===== src/rtl/inner_wb_rr_arbiter.sv =====
// Two-master Wishbone round-robin arbiter with a slave-silence abort.
// Grants are locked for a whole cycle (bursts included); read data is fanned out elsewhere.
module inner_wb_rr_arbiter #(
  parameter int ADDR_W  = 24,
  parameter int TIMEOUT = 255
) (
  input  logic              i_clk,
  input  logic              i_rst,
  input  logic              m0_cyc,
  input  logic              m0_stb,
  input  logic              m0_we,
  input  logic [ADDR_W-1:0] m0_adr,
  input  logic [1:0]        m0_sel,
  input  logic [15:0]       m0_o_dat,
  input  logic              m0_4_burst,
  input  logic              m0_8_burst,
  output logic              m0_ack,
  output logic              m0_err,
  input  logic              m1_cyc,
  input  logic              m1_stb,
  input  logic              m1_we,
  input  logic [ADDR_W-1:0] m1_adr,
  input  logic [1:0]        m1_sel,
  input  logic [15:0]       m1_o_dat,
  input  logic              m1_4_burst,
  input  logic              m1_8_burst,
  output logic              m1_ack,
  output logic              m1_err,
  output logic              o_wb_cyc,
  output logic              o_wb_stb,
  output logic              o_wb_we,
  output logic [ADDR_W-1:0] o_wb_adr,
  output logic [1:0]        o_wb_sel,
  output logic [15:0]       o_wb_o_dat,
  output logic              o_wb_4_burst,
  output logic              o_wb_8_burst,
  input  logic              i_wb_ack,
  input  logic              i_wb_err,
  output logic              o_owner,
  output logic              o_busy,
  output logic              o_timeout
);

  typedef enum logic [1:0] {IDLE, GRANT, DRAIN} state_e;

  localparam int          PAY_W   = 1 + ADDR_W + 2 + 16 + 2;
  localparam logic [7:0]  TMO_CMP = 8'(TIMEOUT);

  state_e           state_q, state_d;
  logic             owner_q, owner_d;
  logic             last_owner_q, last_owner_d;
  logic [7:0]       tmo_cnt_q, tmo_cnt_d;
  logic [PAY_W-1:0] hold_q, hold_d;

  logic [PAY_W-1:0] m0_pay, m1_pay, own_pay, bus_pay;
  logic             own_cyc, own_stb, in_grant, resp, stalled, abort;
  logic             bus_cyc, bus_stb, own_ack, own_err;
  logic [7:0]       stall_cnt;

  assign m0_pay = {m0_we, m0_adr, m0_sel, m0_o_dat, m0_4_burst, m0_8_burst};
  assign m1_pay = {m1_we, m1_adr, m1_sel, m1_o_dat, m1_4_burst, m1_8_burst};

  // NOTE: every signal gets a default at the top of always_comb so no path can infer a latch.
  always_comb begin
    state_d      = state_q;
    owner_d      = owner_q;
    last_owner_d = last_owner_q;
    tmo_cnt_d    = tmo_cnt_q;
    hold_d       = hold_q;

    own_cyc  = owner_q ? m1_cyc : m0_cyc;
    own_stb  = owner_q ? m1_stb : m0_stb;
    own_pay  = owner_q ? m1_pay : m0_pay;
    in_grant = (state_q == GRANT) && !i_rst;
    resp     = i_wb_ack || i_wb_err;

    // stall_cnt is the silence count including the current stalled cycle.
    stall_cnt = (tmo_cnt_q == 8'hFF) ? 8'hFF : tmo_cnt_q + 8'd1;
    stalled   = in_grant && own_cyc && own_stb && !resp;
    abort     = stalled && (stall_cnt == TMO_CMP);

    bus_cyc = in_grant && own_cyc && !abort;
    bus_stb = bus_cyc && own_stb;
    bus_pay = in_grant ? own_pay : hold_q;
    own_ack = in_grant && i_wb_ack;
    own_err = in_grant && (i_wb_err || abort);

    unique case (state_q)
      IDLE: begin
        if (m0_cyc || m1_cyc) begin
          owner_d      = (m0_cyc && m1_cyc) ? !last_owner_q : m1_cyc;
          last_owner_d = owner_d;
          tmo_cnt_d    = 8'd0;
          state_d      = GRANT;
        end
      end
      GRANT: begin
        hold_d = own_pay;
        if (!own_cyc)   state_d = IDLE;
        else if (abort) state_d = DRAIN;
        if (resp)         tmo_cnt_d = 8'd0;
        else if (stalled) tmo_cnt_d = stall_cnt;
      end
      DRAIN: begin
        if (!own_cyc) state_d = IDLE;
      end
      default: state_d = IDLE;
    endcase
  end

  // NOTE: reset is synchronous and active-high; all state (including the held bus payload) is cleared.
  always_ff @(posedge i_clk) begin
    if (i_rst) begin
      state_q      <= IDLE;
      owner_q      <= 1'b0;
      last_owner_q <= 1'b1;
      tmo_cnt_q    <= 8'd0;
      hold_q       <= '0;
    end else begin
      // NOTE: non-blocking assignments so every flop samples the pre-edge values.
      state_q      <= state_d;
      owner_q      <= owner_d;
      last_owner_q <= last_owner_d;
      tmo_cnt_q    <= tmo_cnt_d;
      hold_q       <= hold_d;
    end
  end

  assign o_wb_cyc = bus_cyc;
  assign o_wb_stb = bus_stb;
  assign {o_wb_we, o_wb_adr, o_wb_sel, o_wb_o_dat, o_wb_4_burst, o_wb_8_burst} = bus_pay;

  assign m0_ack    = own_ack && !owner_q;
  assign m0_err    = own_err && !owner_q;
  assign m1_ack    = own_ack && owner_q;
  assign m1_err    = own_err && owner_q;
  assign o_owner   = owner_q;
  assign o_busy    = (state_q != IDLE);
  assign o_timeout = abort;

endmodule


===== config.mk =====
export PLATFORM = sky130hd
export DESIGN_NAME = inner_wb_rr_arbiter
export DESIGN_NICKNAME = d
export VERILOG_FILES = /design/src/rtl/inner_wb_rr_arbiter.sv
export SDC_FILE = /design/constraint.sdc
export NUM_CORES = 1
export LEC_CHECK = 0
export BUFFER_PORTS_ARGS = -buffer_cell sky130_fd_sc_hd__clkbuf_2
export CAP_MARGIN = 20
export CORE_MARGIN = 8
export CORE_UTILIZATION = 45
export CTS_CLUSTER_SIZE = 12
export DETAILED_ROUTE_END_ITERATION = 16
export PLACE_DENSITY = 0.82
export SLEW_MARGIN = 10
export SYNTH_ARGS = -nofsm -noshare
export SYNTH_HDL_FRONTEND = slang
export SYNTH_SLANG_ARGS = --single-unit

===== constraint.sdc =====
create_clock -name i_clk -period 2.4 [get_ports i_clk]
set_input_delay 0.24 -clock i_clk [delete_from_list [all_inputs] [get_ports i_clk]]
set_output_delay 0.24 -clock i_clk [all_outputs]
set_load 0.01 [all_outputs]

**Word-level counts from Yosys, hierarchy flattened**

Cells that the tools add are included.

- Bits in registers: 57
- Latch bits: 0
- Memory bits (writable): 0
- ROM bits: 0
- Bits of input ports: 98
- Output and inout port bits: 54
- Memories: 0

- Add/subtract/negate cells: 1
- Multiply operators: 0
- Div/mod/pow operators: 0
- $lt $le $gt $ge: 0
- Eq/ne operators: 8
- Shift-type cells: 0
- Multiplexer cells: 15
- Bitwise logic cells: 0
- Reductions and logical operators: 28

Operators with widths:

| cell | number |
|---|---|
| two-way mux 45 bit | 2 |
| two-way mux 8 bit | 4 |
| equality test 8 bit, second input constant | 2 |
| one-hot mux 8 bit (2 select lines) | 1 |
| logical AND 1 bit | 14 |
| adder 8 x 1 -> 8 bit, second input constant | 1 |
| two-way mux 2 bit | 4 |
| inequality test 3 bit, second input constant | 2 |
| one-hot mux 2 bit (3 select lines) | 1 |
| AND reduction 3 bit | 2 |
| logical NOT 1 bit | 5 |
| inequality test 2 bit, second input constant | 2 |
| nonzero test 2 bit | 2 |
| logical OR 1 bit | 3 |
| two-way mux 1 bit | 3 |
| equality test 2 x 1 -> 1 bit, second input constant | 1 |
| equality test 2 bit, second input constant | 1 |
| logical NOT 2 bit | 1 |
| AND reduction 2 bit | 1 |

**Longest topological paths before layout**

Gate-level depths: netlist (run 1).

- Word-level depth: 9
- Mapped depth: 7
- Mapped depth without buffers: 6

**Least setup slack after synthesis (run 1)**

OpenSTA, ideal clock, no wires.

- Path kind: reg-to-output
- From: reg tmo_cnt_q[0]
- To: out m0_err
- Arrival: 1,794 ps
- Path slack: 366 ps
- Stages on the path, launching flop included: 7
- Buffers on the path: 0
- Cell sequence: dfxtp_1 -> ha_1 -> nand2_2 -> nor2_2 -> a22oi_1 -> o41a_1 -> nor3_1

- Word-level cells in the longest chain between the ends: 7
- Elaborated cells between the ends (all ways): 8

RTL lines:

| item | RTL line | RTL |
|---|---|---|
| start: declaration | 52 | `logic [7:0] tmo_cnt_q, tmo_cnt_d;` |
| start signal: assignment | 124 | `tmo_cnt_q <= tmo_cnt_d;` |
| adder 8 x 1 -> 8 bit / equality test 8 bit (equally long branches) | 78 | `stall_cnt = (tmo_cnt_q == 8'hFF) ? 8'hFF : tmo_cnt_q + 8'd1;` |
| two-way mux 8 bit * | 78 |  |
| equality test 8 bit * | 80 | `abort = stalled && (stall_cnt == TMO_CMP);` |
| logical AND 1 bit * | 80 |  |
| logical OR 1 bit * | 86 | `own_err = in_grant && (i_wb_err \|\| abort);` |
| logical AND 1 bit * | 86 |  |
| logical AND 1 bit * | 134 | `assign m0_err = own_err && !owner_q;` |
| end: declaration | 18 | `output logic m0_err,` |

Every way passes the cells marked *; elsewhere a longest branch is shown, timed or not.

**Final worst setup path (run 1)**

- From: reg tmo_cnt_q[1]
- To: out m1_err

- Word-level cells in the longest chain between the ends: 7
- Elaborated cells between the ends (all ways): 8

RTL lines:

| item | RTL line | RTL |
|---|---|---|
| adder 8 x 1 -> 8 bit / equality test 8 bit (equally long branches) | 78 |  |
| two-way mux 8 bit * | 78 |  |
| equality test 8 bit * | 80 |  |
| logical AND 1 bit * | 80 |  |
| logical OR 1 bit * | 86 |  |
| logical AND 1 bit * | 86 |  |
| logical AND 1 bit * | 136 | `assign m1_err = own_err && owner_q;` |
| end: declaration | 28 | `output logic m1_err,` |

Marks and branches as above.

==> results of run 1 <==
[layout by cell type, fill, tap and decap left out, types with 6 or more instances in the layout]
cell type,synthesis,final
clkbuf_2,0,151
a21o_1,90,90
nor2_1,57,57
dfxtp_1,57,51
mux2i_1,46,46
clkbuf_8,0,13
nand2_1,10,10
a21oi_1,8,7
buf_4,2,7
inv_1,6,6
a211oi_1,6,6
[registers in the layout (all words and copies together), names as in the netlist]
signal,cells
hold_q,45
last_owner_q,1
o_owner,1
state_q,2
tmo_cnt_q,8
[worst max-delay path: stages, from the launching register on]
cell,delay [ns]
dfxtp_4,0.36
and4_1,0.23
o31ai_2,0.29
nor3_2,0.11
o41a_1,0.47
nor3_1,0.15
clkbuf_2,0.17
[power breakdown]
| group | internal [mW] | switching (mW) | total [mW] |
|---|---|---|---|
| clock | 0.586 | 0.356 | 0.942 |
| sequential | 1.00 | 0.0376 | 1.04 |
| combinational | 0.260 | 0.261 | 0.520 |
[how the worst min path moves through the flow]
stage	startpoint	to	slack [ns]	cells past startpoint
2_1_floorplan	i_rst	last_owner_q$_SDFFE_PP1P_	0.36	2
3_3_place_gp	hold_q[43]$_SDFFE_PP0N_	hold_q[43]$_SDFFE_PP0N_	0.43	1
3_5_place_dp	hold_q[19]$_SDFFE_PP0N_	hold_q[19]$_SDFFE_PP0N_	0.44	1
4_1_cts	m1_cyc	last_owner_q$_SDFFE_PP1P_	0.24	3
5_1_grt	m1_cyc	last_owner_q$_SDFFE_PP1P_	0.29	3
6_report	m1_cyc	last_owner_q$_SDFFE_PP1P_	0.26	3
[through the flow]
step           hold slack, ns  total power, mW  setup TNS [ns]  utilization
2_1_floorplan          0.3637            1.371               0            -
3_3_place_gp           0.4332            1.573               0       0.5874
3_5_place_dp           0.4395            1.591               0       0.5874
4_1_cts                0.2383            2.538               0       0.6243
5_1_grt                0.2872            2.626       -0.008544       0.6289
6_report               0.2628            2.505               0       0.6289
[repair_timing]
action                                  in CTS  in global routing
pin swaps                                    1                  1
endpoints found under the hold margin        0                  0
endpoints found under the setup margin       4                  2
setup buffers                                1                  1
gates resized for setup                      6                  8
[cells by family (layout without fill, tap and decap cells)]
kind of cell	Yosys count	after routing	synth area share
muxes	49	49	0.1576
buffers and inverters	30	180	0.04070
DFF	57	57	0.3639
AOI/OAI and AO/OA	122	122	0.2865
adders and majority gates	1	1	0.003990
xor gates and xnor gates	1	1	0.002794
and+or+nand+nor	90	90	0.1445
[layer usage]
layer | wire (um) | vias to the layer above | global-route usage
met5 | 0 | - | 0
met4 | 94 | 0 | 0.06519
met3 | 537 | 6 | 0.05447
met2 | 4604 | 81 | 0.3259
met1 | 3340 | 1436 | 0.1584
li1 | - | 1543 | -
[layout make-up]
type,count,share of cell area
timing repair buffer,159,0.1949
inverter,6,0.005300
clock buffer,13,0.04211
clock inverter,2,0.008245
sequential,57,0.2715
multi-input combinational,263,0.4544
tap,80,0.02356
==> impl_metrics.tcl, run 1 <==
set metrics [dict create \
    outcome "completed" \
    maxCapViolCount 0 \
    clockBufferDepth 2 \
    powerDensity_nw_per_um2 589.4 \
    p_leak_nw 2.607 \
    hold_class "in -> reg" \
    synth.area.top_cells "dfxtp_1 36%, a21o_1 22%, mux2i_1 15%" \
    timing_hold_violations_final 0 \
    fin_crit_ns 2.341 \
    place_inst 563 \
    synth_top_cell_area_share 0.3639 \
    worstRegToRegCells 5 \
    r2r_slack_ns 0.46 \
    synth_edf_count 0 \
    dr.pass1.iters 4 \
    gp_congestion 0.9017 \
    cts_hold_buf 0 \
    grt_pass1_wl_mm 13.91 \
    post_drt_wl_per_cell_um 14.79 \
    critPathLaunch "tmo_cnt_q[1]$_SDFFE_PP0P_" \
    async_flop_share 0 \
    cts.sinks 57 \
    layout.nets 595 \
    period_share 0.9753 \
    max_freq_mhz 427.2 \
    maxSlewHeadroom 0.6716 \
    synthFlopType "dfxtp_1" \
    synth_area_um2 3136 \
    regArea_um2 1154 \
    r2r-end "tmo_cnt_q[0]$_SDFFE_PP0P_" \
    slew_violations 0 \
    synth_area_leader_cell "dfxtp_1" \
    finalSetupViolations 0 \
    postRouteAntennaNets 0 \
    synth_common_cells "90 x a21o_1, 57 x dfxtp_1, 57 x nor2_1, 46 x mux2i_1, 15 x clkbuf_1" \
    drc 0 \
    crit_arrival_ns 2.10 \
    dpl_worst_slack_ns 0.1343 \
    vias 3066 \
    n_antenna_cell 0 \
    syn_nets 449 \
    cts_tree "done" \
    critPathLaunchType "register" \
    via_per_inst 5.286 \
    drive_gt1_frac 0.3980 \
    final_area_um2 4249 \
    hpwl_mm 6.719 \
    skew_ns 0.009013 \
    dieArea_um2 9895 \
    fin_ws_ns 0.05930 \
    drt-initial-drc-count 65 \
    worst_pin_slew_ns 0.4914 \
    r2r-start "o_owner$_SDFFE_PP0P_" \
    syn_avg_cell_area_um2 8.959 \
    crit_type "reg -> out" \
    clkLatencyLatePin_ns 0.32 \
    yosysSeqAreaShare 0.3639 \
    cp_max_fo 5 \
    crit_end "m1_err" \
    syn2layout_area_growth_pct 35.51 \
    cts_root_buf "clkbuf_8" \
    worst_setup_path_end_kind "output port" \
    grt_pass1_vias 3203 \
    wl_mm 8.576 \
    stdcell_count 580 \
    synth_cells 350 \
    grt_usage 0.1681 \
    ir_worst_vdd_uv 393.2 \
    antenna_found_initial 0 \
    dpl_cell_area_um2 3969 \
    fill_cells 587 \
    core_um2 6756 \
    synth.most_common_cell "a21o_1" \
    multi_input_area_um2 1931 \
    htreeDepth 3 \
    synth_seq_cells 57 \
    globalRouteOverflowTotal 0 \
    worstPathRequired_ns 2.16 \
    fp-row-count 30 \
    synth_warnings 0 \
    start_util 0.4641 \
    numCtsBuffers 9 \
    yosysUniqueCellTypes 46 \
    top_level_ports 152 \
    grt_max_degree 51 \
    portBuffers 151 \
    die_x_um 99.48 \
    clk_pin_slew_ns 0.06 \
    die_y_um 99.48 \
]
No activity file was read; power rests on OpenSTA's default activity.
==> run 2, diff against run 1 <==
--- a/config.mk
+++ b/config.mk
@@ -11,7 +11,7 @@
 export CORE_UTILIZATION = 45
 export CTS_CLUSTER_SIZE = 12
 export DETAILED_ROUTE_END_ITERATION = 16
-export PLACE_DENSITY = 0.82
+export PLACE_DENSITY_LB_ADDON = 0.05
 export SLEW_MARGIN = 10
 export SYNTH_ARGS = -nofsm -noshare
 export SYNTH_HDL_FRONTEND = slang
==> constraint.sdc (replaced) <==
create_clock -name i_clk -period 2.2 [get_ports i_clk]
set_input_delay 0.22 -clock i_clk [delete_from_list [all_inputs] [get_ports i_clk]]
set_output_delay 0.22 -clock i_clk [all_outputs]
set_load 0.01 [all_outputs]
==> impl_metrics.tcl, run 2 (synthesis gave the netlist of run 1 again) <==
set metrics [dict create \
    grt_max_degree 39 \
    max_freq_mhz 446.9 \
    crit_type "reg -> out" \
    ir_worst_vdd_uv 367.6 \
    crit_arrival_ns 2.02 \
    wl_met1_mm 3.747 \
    die_x_um 99.48 \
    grt_pass1_vias 3070 \
    final_cell_mix "146 x clkbuf_2, 90 x a21o_1, 57 x nor2_1, 49 x dfxtp_1, 46 x mux2i_1" \
    top_regs "hold_q (45), tmo_cnt_q (8), state_q (2)" \
    cts_root_buf "clkbuf_8" \
    clockBufferDepth 2 \
    hold_class "in -> reg" \
    wl_mm 8.558 \
    cts_tree "done" \
    cts.sinks 57 \
    min_from "i_rst" \
    drt-initial-drc-count 65 \
    dr.max_layer_used "met4" \
    whs_path_depth 2 \
    gp_congestion 0.8240 \
    numCtsBuffers 9 \
    postRouteAntennaNets 0 \
    clkLatencyLatePin_ns 0.32 \
    slew_violations 0 \
    fp-row-count 30 \
    skew_ns 0.008829 \
    holdPathEnd "tmo_cnt_q[7]$_SDFFE_PP0P_" \
    fin_crit_ns 2.238 \
    p_leak_nw 2.657 \
    violations "negative setup slack" \
    layout.nets 606 \
    dr.pass1.iters 4 \
    outcome "finished, violations left" \
    top_level_ports 152 \
    dieArea_um2 9895 \
    timing_hold_violations_final 0 \
    final_common_cell "clkbuf_2" \
    worstPathRequired_ns 1.98 \
    finalSetupViolations 5 \
    core_um2 6756 \
    grt_setup_unrepaired "yes" \
    hpwl_mm 6.612 \
    n_antenna_cell 0 \
    worst_setup_path_end_kind "output port" \
    largest_reg_flops 45 \
    fill_cells 578 \
    grt_usage 0.1719 \
    die_y_um 99.48 \
    r2r-start "state_q[1]$_SDFFE_PP0P_" \
    r2r-end "tmo_cnt_q[0]$_SDFFE_PP0P_" \
    r2r_slack_ns 0.43 \
    maxSlewHeadroom 0.6804 \
    portBuffers 151 \
    vias 3056 \
    final_area_um2 4399 \
    maxCapViolCount 0 \
    antenna_found_initial 0 \
    post_drt_wl_per_cell_um 14.46 \
    period_share 1.017 \
    globalRouteOverflowTotal 0 \
    worst_pin_slew_ns 0.4794 \
    drc 0 \
    syn2layout_area_growth_pct 40.30 \
    dr_wl_met3_um 523 \
    fin_ws_ns -0.03756 \
    dpl_cell_area_um2 4034 \
    clk_pin_slew_ns 0.07 \
    powerDensity_nw_per_um2 639.2 \
    htreeDepth 3 \
    via_per_inst 5.162 \
    critPathLaunchType "register" \
    wl_met2_mm 4.157 \
    dpl_worst_slack_ns -0.009367 \
    regMostFlops "hold_q" \
    drive_gt1_frac 0.4141 \
    cts_hold_buf 0 \
    worstRegToRegCells 5 \
    cp_max_fo 6 \
    grt_pass1_wl_mm 13.99 \
    start_util 0.4641 \
]
==> run 2: changes by cell type in the layout (fill, tap and decap cells not counted), moves of 2 or more <==
cell / change
buf_6: +3
clkbuf_1: +3
dfxtp_2: +3
buf_4: +7
clkbuf_2: -5
clkbuf_8: -2
buf_2: +5
dfxtp_1: -2
==> run 2: how the worst max path moves through the flow <==
stage                                          from  slack [ns]        to
after floorplan           tmo_cnt_q[0]$_SDFFE_PP0P_        0.19    m0_err
after global placement    tmo_cnt_q[0]$_SDFFE_PP0P_        0.10    m0_err
after detailed placement  tmo_cnt_q[0]$_SDFFE_PP0P_      -0.009    m1_err
after CTS                 tmo_cnt_q[0]$_SDFFE_PP0P_       -0.08    m0_err
after global routing      tmo_cnt_q[0]$_SDFFE_PP0P_       -0.12  o_wb_stb
final                     tmo_cnt_q[0]$_SDFFE_PP0P_       -0.04    m1_err
==> run 2: area by class of cell <==
cell class                 instances  area (um2)  share of cell area
clock buffer                      14       162.7             0.03697
clock inverter                     2       60.06             0.01365
inverter                           6       22.52            0.005119
multi-input combinational        263        1966              0.4468
sequential                        57        1154              0.2622
tap                               80       100.1             0.02275
timing repair buffer             170       934.6              0.2125
==> run 2: report_power, final <==
part | total, mW | switching, mW | internal [mW]
registers | 1.13 | 0.0335 | 1.10
clock network | 1.09 | 0.392 | 0.702
logic | 0.588 | 0.295 | 0.293
total | 2.81 | 0.720 | 2.09
==> run 2: through the flow <==
stage	instances	TNS, ns	power, mW	hold slack (ns)	utilization
after detailed placement	570	-0.009367	1.747	0.4393	0.5970
after global routing	592	-0.5712	2.959	0.1694	0.6511
after floorplan	350	0	1.496	0.3437	-
after global placement	570	0	1.736	0.4334	0.5970
final	592	-0.09451	2.812	0.1645	0.6511
after CTS	590	-0.1014	2.849	0.1572	0.6478
==> run 2: per-layer routing <==
metal,vias up,global-route usage
met5,-,0
met4,0,0.06286
met3,14,0.05098
met2,93,0.2960
met1,1374,0.1959
li1,1575,-
==> run 2: repair_timing <==
action | 4_1_cts | 5_1_grt
endpoints found under the setup margin | 5 | 5
endpoints found under the hold margin | 0 | 0
pin swaps | 9 | 6
resized for setup | 21 | 7
setup buffers | 4 | 2
==> run 2: critical path, stage by stage, from the launching register on <==
cell and delay [ns]:
dfxtp_2 0.36, ha_4 0.23, buf_6 0.12, nand3b_1 0.08, o31ai_2 0.08, nor3_2 0.08, o41a_1 0.46, nor3_2 0.12
buf_2 0.16
